$ cat src/rtl/stream_mux_rr_pkg.sv
// Shared definitions for the round-robin stream multiplexer: arbiter state
// encodings, index-width helpers and the channel-slice macro.
`ifndef STREAM_MUX_RR_PKG_SV
`define STREAM_MUX_RR_PKG_SV

// Part-select of channel idx inside a flat NCH*WIDTH bus.
`define SMR_CH(idx, w) (idx)*(w) +: (w)

package stream_mux_rr_pkg;

    typedef enum logic {
        ST_IDLE   = 1'b0,
        ST_LOCKED = 1'b1
    } state_e;

    function automatic int clog2(input int n);
        int r;
        r = 0;
        for (int i = 0; i < 31; i++) begin
            if ((1 << i) < n) r = i + 1;
        end
        return r;
    endfunction

    // A single channel still needs a 1-bit select field.
    function automatic int selw(input int n);
        return (n > 1) ? clog2(n) : 1;
    endfunction

endpackage

`endif

$ cat src/rtl/rr_pick.sv
// Combinational round-robin picker: first requester found searching from
// ptr upward with wrap at NCH-1 (NCH need not be a power of two).
module rr_pick
    import stream_mux_rr_pkg::*;
#(
    parameter int NCH  = 4,
    parameter int SELW = selw(NCH)
) (
    input  logic [NCH-1:0]  req_i,
    input  logic [SELW-1:0] ptr_i,
    output logic [SELW-1:0] grant_o,
    output logic            gvalid_o
);

    always_comb begin
        int   idx;
        logic found;
        grant_o = '0;
        found   = 1'b0;
        idx     = 0;
        for (int k = 0; k < NCH; k++) begin
            idx = int'(ptr_i) + k;
            if (idx >= NCH) idx = idx - NCH;
            if (!found && req_i[idx]) begin
                found   = 1'b1;
                grant_o = SELW'(idx);
            end
        end
        gvalid_o = |req_i;
    end

endmodule

$ cat src/rtl/stream_mux_rr.sv
// N-channel valid/ready stream mux with round-robin arbitration, optional
// per-packet grant locking and a single registered output stage.
module stream_mux_rr
    import stream_mux_rr_pkg::*;
#(
    parameter int WIDTH    = 32,
    parameter int NCH      = 4,
    parameter bit LOCK_PKT = 1'b1,
    parameter int SELW     = selw(NCH)
) (
    input  logic                 clk,
    input  logic                 rst_n,
    input  logic [NCH*WIDTH-1:0] in_data,
    input  logic [NCH-1:0]       in_valid,
    input  logic [NCH-1:0]       in_last,
    output logic [NCH-1:0]       in_ready,
    output logic [WIDTH-1:0]     out_data,
    output logic                 out_valid,
    output logic                 out_last,
    output logic [SELW-1:0]      out_sel,
    input  logic                 out_ready
);

    state_e            state_q;
    logic [SELW-1:0]   cur_q, ptr_q, ptr_d;
    logic [WIDTH-1:0]  data_q;
    logic              valid_q, last_q;
    logic [SELW-1:0]   sel_q;

    logic [SELW-1:0]   rr_grant, grant;
    logic              rr_gvalid, gvalid, load, xfer, beat_last;

    rr_pick #(.NCH(NCH), .SELW(SELW)) u_pick (
        .req_i    (in_valid),
        .ptr_i    (ptr_q),
        .grant_o  (rr_grant),
        .gvalid_o (rr_gvalid)
    );

    // While locked only the owning channel is eligible, even if it idles.
    always_comb begin
        grant  = rr_grant;
        gvalid = rr_gvalid;
        if (state_q == ST_LOCKED) begin
            grant  = cur_q;
            gvalid = in_valid[cur_q];
        end
    end

    assign load      = !valid_q || out_ready;
    assign xfer      = load && gvalid;
    assign beat_last = in_last[grant];
    assign ptr_d     = (int'(grant) == NCH - 1) ? '0 : grant + 1'b1;

    always_comb begin
        in_ready = '0;
        if (xfer) in_ready[grant] = 1'b1;
    end

    always_ff @(posedge clk or negedge rst_n) begin
        if (!rst_n) begin
            state_q <= ST_IDLE;
            cur_q   <= '0;
            ptr_q   <= '0;
            valid_q <= 1'b0;
            data_q  <= '0;
            last_q  <= 1'b0;
            sel_q   <= '0;
        end else if (load) begin
            valid_q <= gvalid;
            if (gvalid) begin
                data_q <= in_data[`SMR_CH(grant, WIDTH)];
                last_q <= beat_last;
                sel_q  <= grant;
                if (!LOCK_PKT || beat_last) begin
                    state_q <= ST_IDLE;
                    ptr_q   <= ptr_d;
                end else begin
                    state_q <= ST_LOCKED;
                    cur_q   <= grant;
                end
            end
        end
    end

    assign out_data  = data_q;
    assign out_valid = valid_q;
    assign out_last  = last_q;
    assign out_sel   = sel_q;

endmodule
$ cat config.mk
export PLATFORM = sky130hd
export DESIGN_NAME = stream_mux_rr
export DESIGN_NICKNAME = d
export VERILOG_FILES = /design/src/rtl/stream_mux_rr_pkg.sv /design/src/rtl/rr_pick.sv /design/src/rtl/stream_mux_rr.sv
export SDC_FILE = /design/constraint.sdc
export NUM_CORES = 1
export LEC_CHECK = 0
export CELL_PAD_IN_SITES_DETAIL_PLACEMENT = 1
export CELL_PAD_IN_SITES_GLOBAL_PLACEMENT = 2
export CORE_ASPECT_RATIO = 0.8
export CORE_MARGIN = 2
export CORE_UTILIZATION = 22
export CTS_BUF_LIST = sky130_fd_sc_hd__clkbuf_16
export DETAILED_ROUTE_END_ITERATION = 6
export GPL_TIMING_DRIVEN = 0
export PLACE_DENSITY = 0.95
export RECOVER_POWER = 25
export SYNTH_ARGS = -nofsm -noshare
export SYNTH_HDL_FRONTEND = slang
export SYNTH_SLANG_ARGS = --single-unit
$ cat constraint.sdc
create_clock -name clk -period 5.7 [get_ports clk]
set_input_delay 1.14 -clock clk [delete_from_list [all_inputs] [get_ports clk]]
set_output_delay 1.14 -clock clk [all_outputs]
set_load 0.01 [all_outputs]
# Yosys cells after proc, flatten, opt, wreduce, memory -nomap -nowiden
# Index checks and enable logic that the tools add are counted.
[word_totals]
reg_bits = 41
input_bits = 139
output_inout_bits = 40
elab_cells = 77
[op_classes]
addsub = 8
order_cmp = 11
n_eq_ne = 1
shift = 1
n_mux = 34
bitwise_logic = 1
n_reduce_logical = 14
[ops]
columns = ["operator", "count"]
rows = [
  ["32-bit by 4-bit < comparator with 1-bit output (second input constant)", 4],
  ["32-bit two-way mux", 4],
  ["128-bit by 8-bit variable part select with 32-bit output", 1],
  ["32-bit by 4-bit greater-or-equal comparator with 1-bit output (second input constant)", 3],
  ["32-bit by 4-bit subtractor with 32-bit output (second input constant)", 3],
  ["1-bit two-way mux", 16],
  ["1-bit binary-select mux with 2-bit select", 6],
  ["2-bit two-way mux", 6],
  ["2-bit by 2-bit adder with 3-bit output (second input constant)", 2],
  ["2-bit by 3-bit < comparator with 1-bit output (second input constant)", 2],
  ["3-bit AND reduction", 2],
  ["1-bit logical AND", 5],
  ["1-bit logical NOT", 4],
  ["4-bit two-way mux", 1],
  ["4-bit OR reduction", 1],
  ["2-bit by 3-bit subtractor with 4-bit output (second input constant)", 1],
  ["2-bit by 1-bit adder with 3-bit output (second input constant)", 1],
  ["2-bit by 3-bit greater-or-equal comparator with 1-bit output (second input constant)", 1],
  ["2-bit by 1-bit adder with 2-bit output (second input constant)", 1],
  ["1-bit demux with 2-bit select", 1],
  ["2-bit by 1-bit equality test with 1-bit output (second input constant)", 1],
  ["2-bit by 1-bit greater-or-equal comparator with 1-bit output (second input constant)", 1],
  ["2-bit AND reduction", 1],
  ["1-bit logical OR", 1],
  ["1-bit inverter", 1],
]

# Longest topological paths before layout
[logic_depth]
word_depth = 21
ltp_mapped = 9
mapped_depth_nobuf = 7

# Hierarchy
# Synthesis repeated with hierarchy kept, for this count alone.
[unflattened]
hier_cells = 244
hier_area_um2 = 2897.8
[by_module_without_submodules]
columns = ["mod", "n_inst", "cells_each", "area_per_inst_um2", "seq_area_each_um2"]
rows = [
  ["stream_mux_rr", 1, 229, 2820.2, 1026.0],
  ["rr_pick", 1, 15, 77.6, 0.0],
]

# Worst setup path before layout
# No wires, ideal clock.
[synth_path]
path_kind = "in2out"
start = "input port in_valid[2]"
end = "output port in_ready[2]"
arrival_ns = 2.860
required_ns = 4.560
path_slack_ns = 1.700
stages = 9
n_path_buf = 3
cell_sequence = "or4b_1 -> o221ai_1 -> o41a_1 -> buf_6 -> inv_6 -> buf_6 -> clkbuf_1 -> ha_1 -> and2_1"
[synth_between]
elab_chain_len = 19
word_cells_on_any_way = 37
[synth_lines]
columns = ["element", "line_no", "source"]
rows = [
  ["start, declared", "stream_mux_rr.sv:14", "input logic [NCH-1:0] in_valid,"],
  ["1-bit binary-select mux with 2-bit select", "rr_pick.sv:24", "if (!found && req_i[idx]) begin"],
  ["1-bit two-way mux (implied by the code) (2 in series)", "rr_pick.sv:24", ""],
  ["1-bit two-way mux", "rr_pick.sv:24", ""],
  ["1-bit logical NOT", "rr_pick.sv:24", ""],
  ["1-bit logical AND", "rr_pick.sv:24", ""],
  ["1-bit two-way mux", "rr_pick.sv:24", ""],
  ["1-bit logical NOT", "rr_pick.sv:24", ""],
  ["1-bit logical AND", "rr_pick.sv:24", ""],
  ["[2 not listed]", "--", ""],
  ["1-bit logical AND", "rr_pick.sv:24", ""],
  ["2-bit two-way mux", "rr_pick.sv:24", ""],
  ["2-bit two-way mux", "stream_mux_rr.sv:44", "if (state_q == ST_LOCKED) begin"],
  ["2-bit by 3-bit < comparator with 1-bit output (implied by the code) / 2-bit by 1-bit greater-or-equal comparator with 1-bit output (equally long branches)", "stream_mux_rr.sv:57", "if (xfer) in_ready[grant] = 1'b1;"],
  ["1-bit logical AND (implied by the code)", "stream_mux_rr.sv:57", ""],
  ["1-bit two-way mux (implied by the code)", "stream_mux_rr.sv:57", ""],
  ["1-bit demux with 2-bit select", "stream_mux_rr.sv:57", ""],
  ["4-bit two-way mux (*)", "stream_mux_rr.sv:57", ""],
  ["end, declared", "stream_mux_rr.sv:16", "output logic [NCH-1:0] in_ready,"],
]
# Mark *: on every way between the ends. The rest lies on a longest branch, timed or not. The select of a mux whose other input is x is not followed.

# Worst setup path after layout
[layout_path]
start = "input port in_valid[3]"
end = "output port in_ready[2]"
# Same word-level chain as after synthesis.

==> results.toml <==
[status]
outcome = "finished, final reports clean"

[synth]
synth_top_family_by_area = "multiplexers"
synth_cell_type_count = 36
ys.flop_type = "dfrtp_1"
synth_compound_area_share_pct = 13.9
synth-edff-count = 0
async_flop_share_pct = 100
synth_xor_area_share_pct = 0
avgSynthCellArea_um2 = 11.3
synthMuxAreaShare_pct = 30.0
synthSimpleGateAreaFrac_pct = 10.5
synthCells = 234
synth_fp_nets = 377
synthAdderAreaFrac_pct = 1.89
synth_seq_cells = 41
synth-warning-count = 0
syn-cell-area_mm2 = 0.00264
seq_area_frac_synth_pct = 38.8

[cts]
cts_buffer_depth = 2
cts_sinks = 41
holdBufCountCts = 0
tritoncts.num_buffers = 5
cts_tree = "done"
clk_pin_slew_ps = 60
cts_resized = 0
insertion_delay_ps = 280
htree_levels = 2
cts_root_buffer = "clkbuf_16"
cts_setup_buffers = 0

[sta]
holdWs_ps = 510
period_share_pct = 95.7
worstMarginPinSlew_ps = 1270
fin_crit_ps = 5460
setup_slack_ps = 244
setup_violations = 0
clock_skew_ps = 5.65
finalSetupTns_ps = 0
relSlewSlack_pct = 15.1
fmax_ghz = 0.183
hold_violations = 0
final_max_slew_viol_count = 0
rsz0062_at_grt = "false"

[critical_path]
cp-endpoint = "in_ready[2]"
crit_start = "in_valid[3]"
worstSetupPathDepth = 11
rr_endpoint = "ptr_q[0]"
r2r_cells = 6
crit_path_start_kind = "input pin"
cp_cell_sequence = "clkdlybuf4s50_1 > or4b_1 > o221ai_1 > o41a_1 > buf_6 > inv_6 > buf_6 > clkbuf_1 > ha_1 > and2_1 > clkdlybuf4s50_1"
crit_required_ps = 4560
cp-end-kind = "output port"
worst-path-buf-inv = 6
crit_family = "buffers and inverters"
cp_max_fo = 11
crit_type = "in -> out"
rrSetupSlack_ps = 2730
slowest_delay_ps = 550
timing.rr.start = "state_q"
cp.arrival_ps = 4320
slowest_stage = "clkdlybuf4s50_1"

[die]
core_area_mm2 = 0.0116
die_width_um = 127
die-area_mm2 = 0.0129
start_util_pct = 22.8
placementRows = 35
die_y_um = 102
io_pins = 179

[route]
vias = 2737
dr.first_iter.drc_count = 73
drc = 0
dr.pass1.iters = 4
wl_per_cell_um = 18.7
ant_nets = 0
wirelength_mm = 10.6
viasPerCell = 4.82

[power]
power_density_mw_per_mm2 = 502
vdd_drop_max_mv = 0.156
power_mw = 2.38
leakage_nw = 1.88

[hold_path]
hp-class = "reg -> reg"

[global_route]
grt_pass1_wl_mm = 16.4
grt.total_usage_pct = 16.2
grt_max_degree = 23
grt_pass1_vias = 2908
antenna_found_initial = 0
overflow = 0

[run]
drv_cap = 0

[place]
portBuffers = 178
dpl_cell_area_mm2 = 0.00463
place_ws_ps = 241
gp_congestion = 0.771
dp_hpwl_mm = 8.45

[final_layout]
fin_area_mm2 = 0.00474
final_nets = 563
final_layout_size_suffix_gt1_share_pct = 11.2
diodes = 0
final_common_cell = "clkdlybuf4s50_1"
area_delta_synth_final_pct = 79.3
final_cell_mix = "clkdlybuf4s50_1, dfrtp_1, nand2_1"
kinds of logic after synthesis:
family                   Yosys count
AO/OA/AOI/OAI                     53
adder cells (fa/ha/maj)            4
buffers and inverters             23
flip-flops                        41
multiplexers                      54
AND/OR/NAND/NOR                   59
final cells by class:
type | count | area, um2
fill | 1294 | 6860
timing repair buffer | 179 | 1780
multi-input combinational | 170 | 1490
sequential | 41 | 1030
tap | 148 | 185
clock buffer | 5 | 125
buffer | 17 | 103
inverter | 6 | 27.5
clock inverter | 2 | 7.51
how the worst min path moves through the flow:
stage	slack (ps)	cells past startpoint	endpoint	startpoint
floorplan	530	1	cur_q[1]	cur_q[1]
global placement	490	1	out_sel[0]	out_sel[0]
detailed placement	490	1	out_data[20]	out_data[20]
CTS	510	1	out_data[2]	out_data[2]
global route	530	1	out_data[20]	out_data[20]
finish	510	1	out_data[0]	out_data[0]
Yosys cell counts, types with 3 or more instances:
master / number / area, um2
ha_1: 4 / 50.1
o21ai_0: 5 / 25.0
a221oi_1: 17 / 149
mux2i_1: 20 / 200
buf_2: 3 / 15.0
inv_1: 5 / 18.8
a21oi_1: 18 / 90.1
mux2_2: 8 / 90.1
nor2_1: 21 / 78.8
nand2_1: 22 / 82.6
clkbuf_1: 9 / 33.8
mux2_4: 11 / 165
and2_1: 6 / 37.5
mux4_2: 15 / 338
dfrtp_1: 41 / 1030
state kept, by name, summed over array words and instances (netlist names):
register / flops
out_last: 1
out_valid: 1
cur_q: 2
out_data: 32
ptr_q: 2
state_q: 1
out_sel: 2
per-stage QoR:
step                cells  util, %
finish                568     40.9
global route          568     40.9
CTS                   568     41.1
detailed placement    561     39.9
global placement      560     39.7
floorplan             234        -
worst register-to-register path, cell delays in order (launching register included):
cell     delay (ps)
dfrtp_1         460
inv_1            90
o21ai_0         110
a31oi_1         790
nand2_1         520
o22ai_1         490
mux2_2          390
power by group:
part | internal, mW | switching, mW | total, mW
clock network | 0.157 | 0.111 | 0.267
logic | 0.845 | 0.727 | 1.57
registers | 0.445 | 0.0954 | 0.540
routing by layer:
| metal | part of all wire, % | GRT usage (%) |
|---|---|---|
| met5 | 0 | 0 |
| met4 | 0.45 | 2.20 |
| met3 | 8.4 | 4.61 |
| met2 | 47 | 27.8 |
| met1 | 44 | 21.0 |
Note: power is estimated with default switching activity, not from simulation.
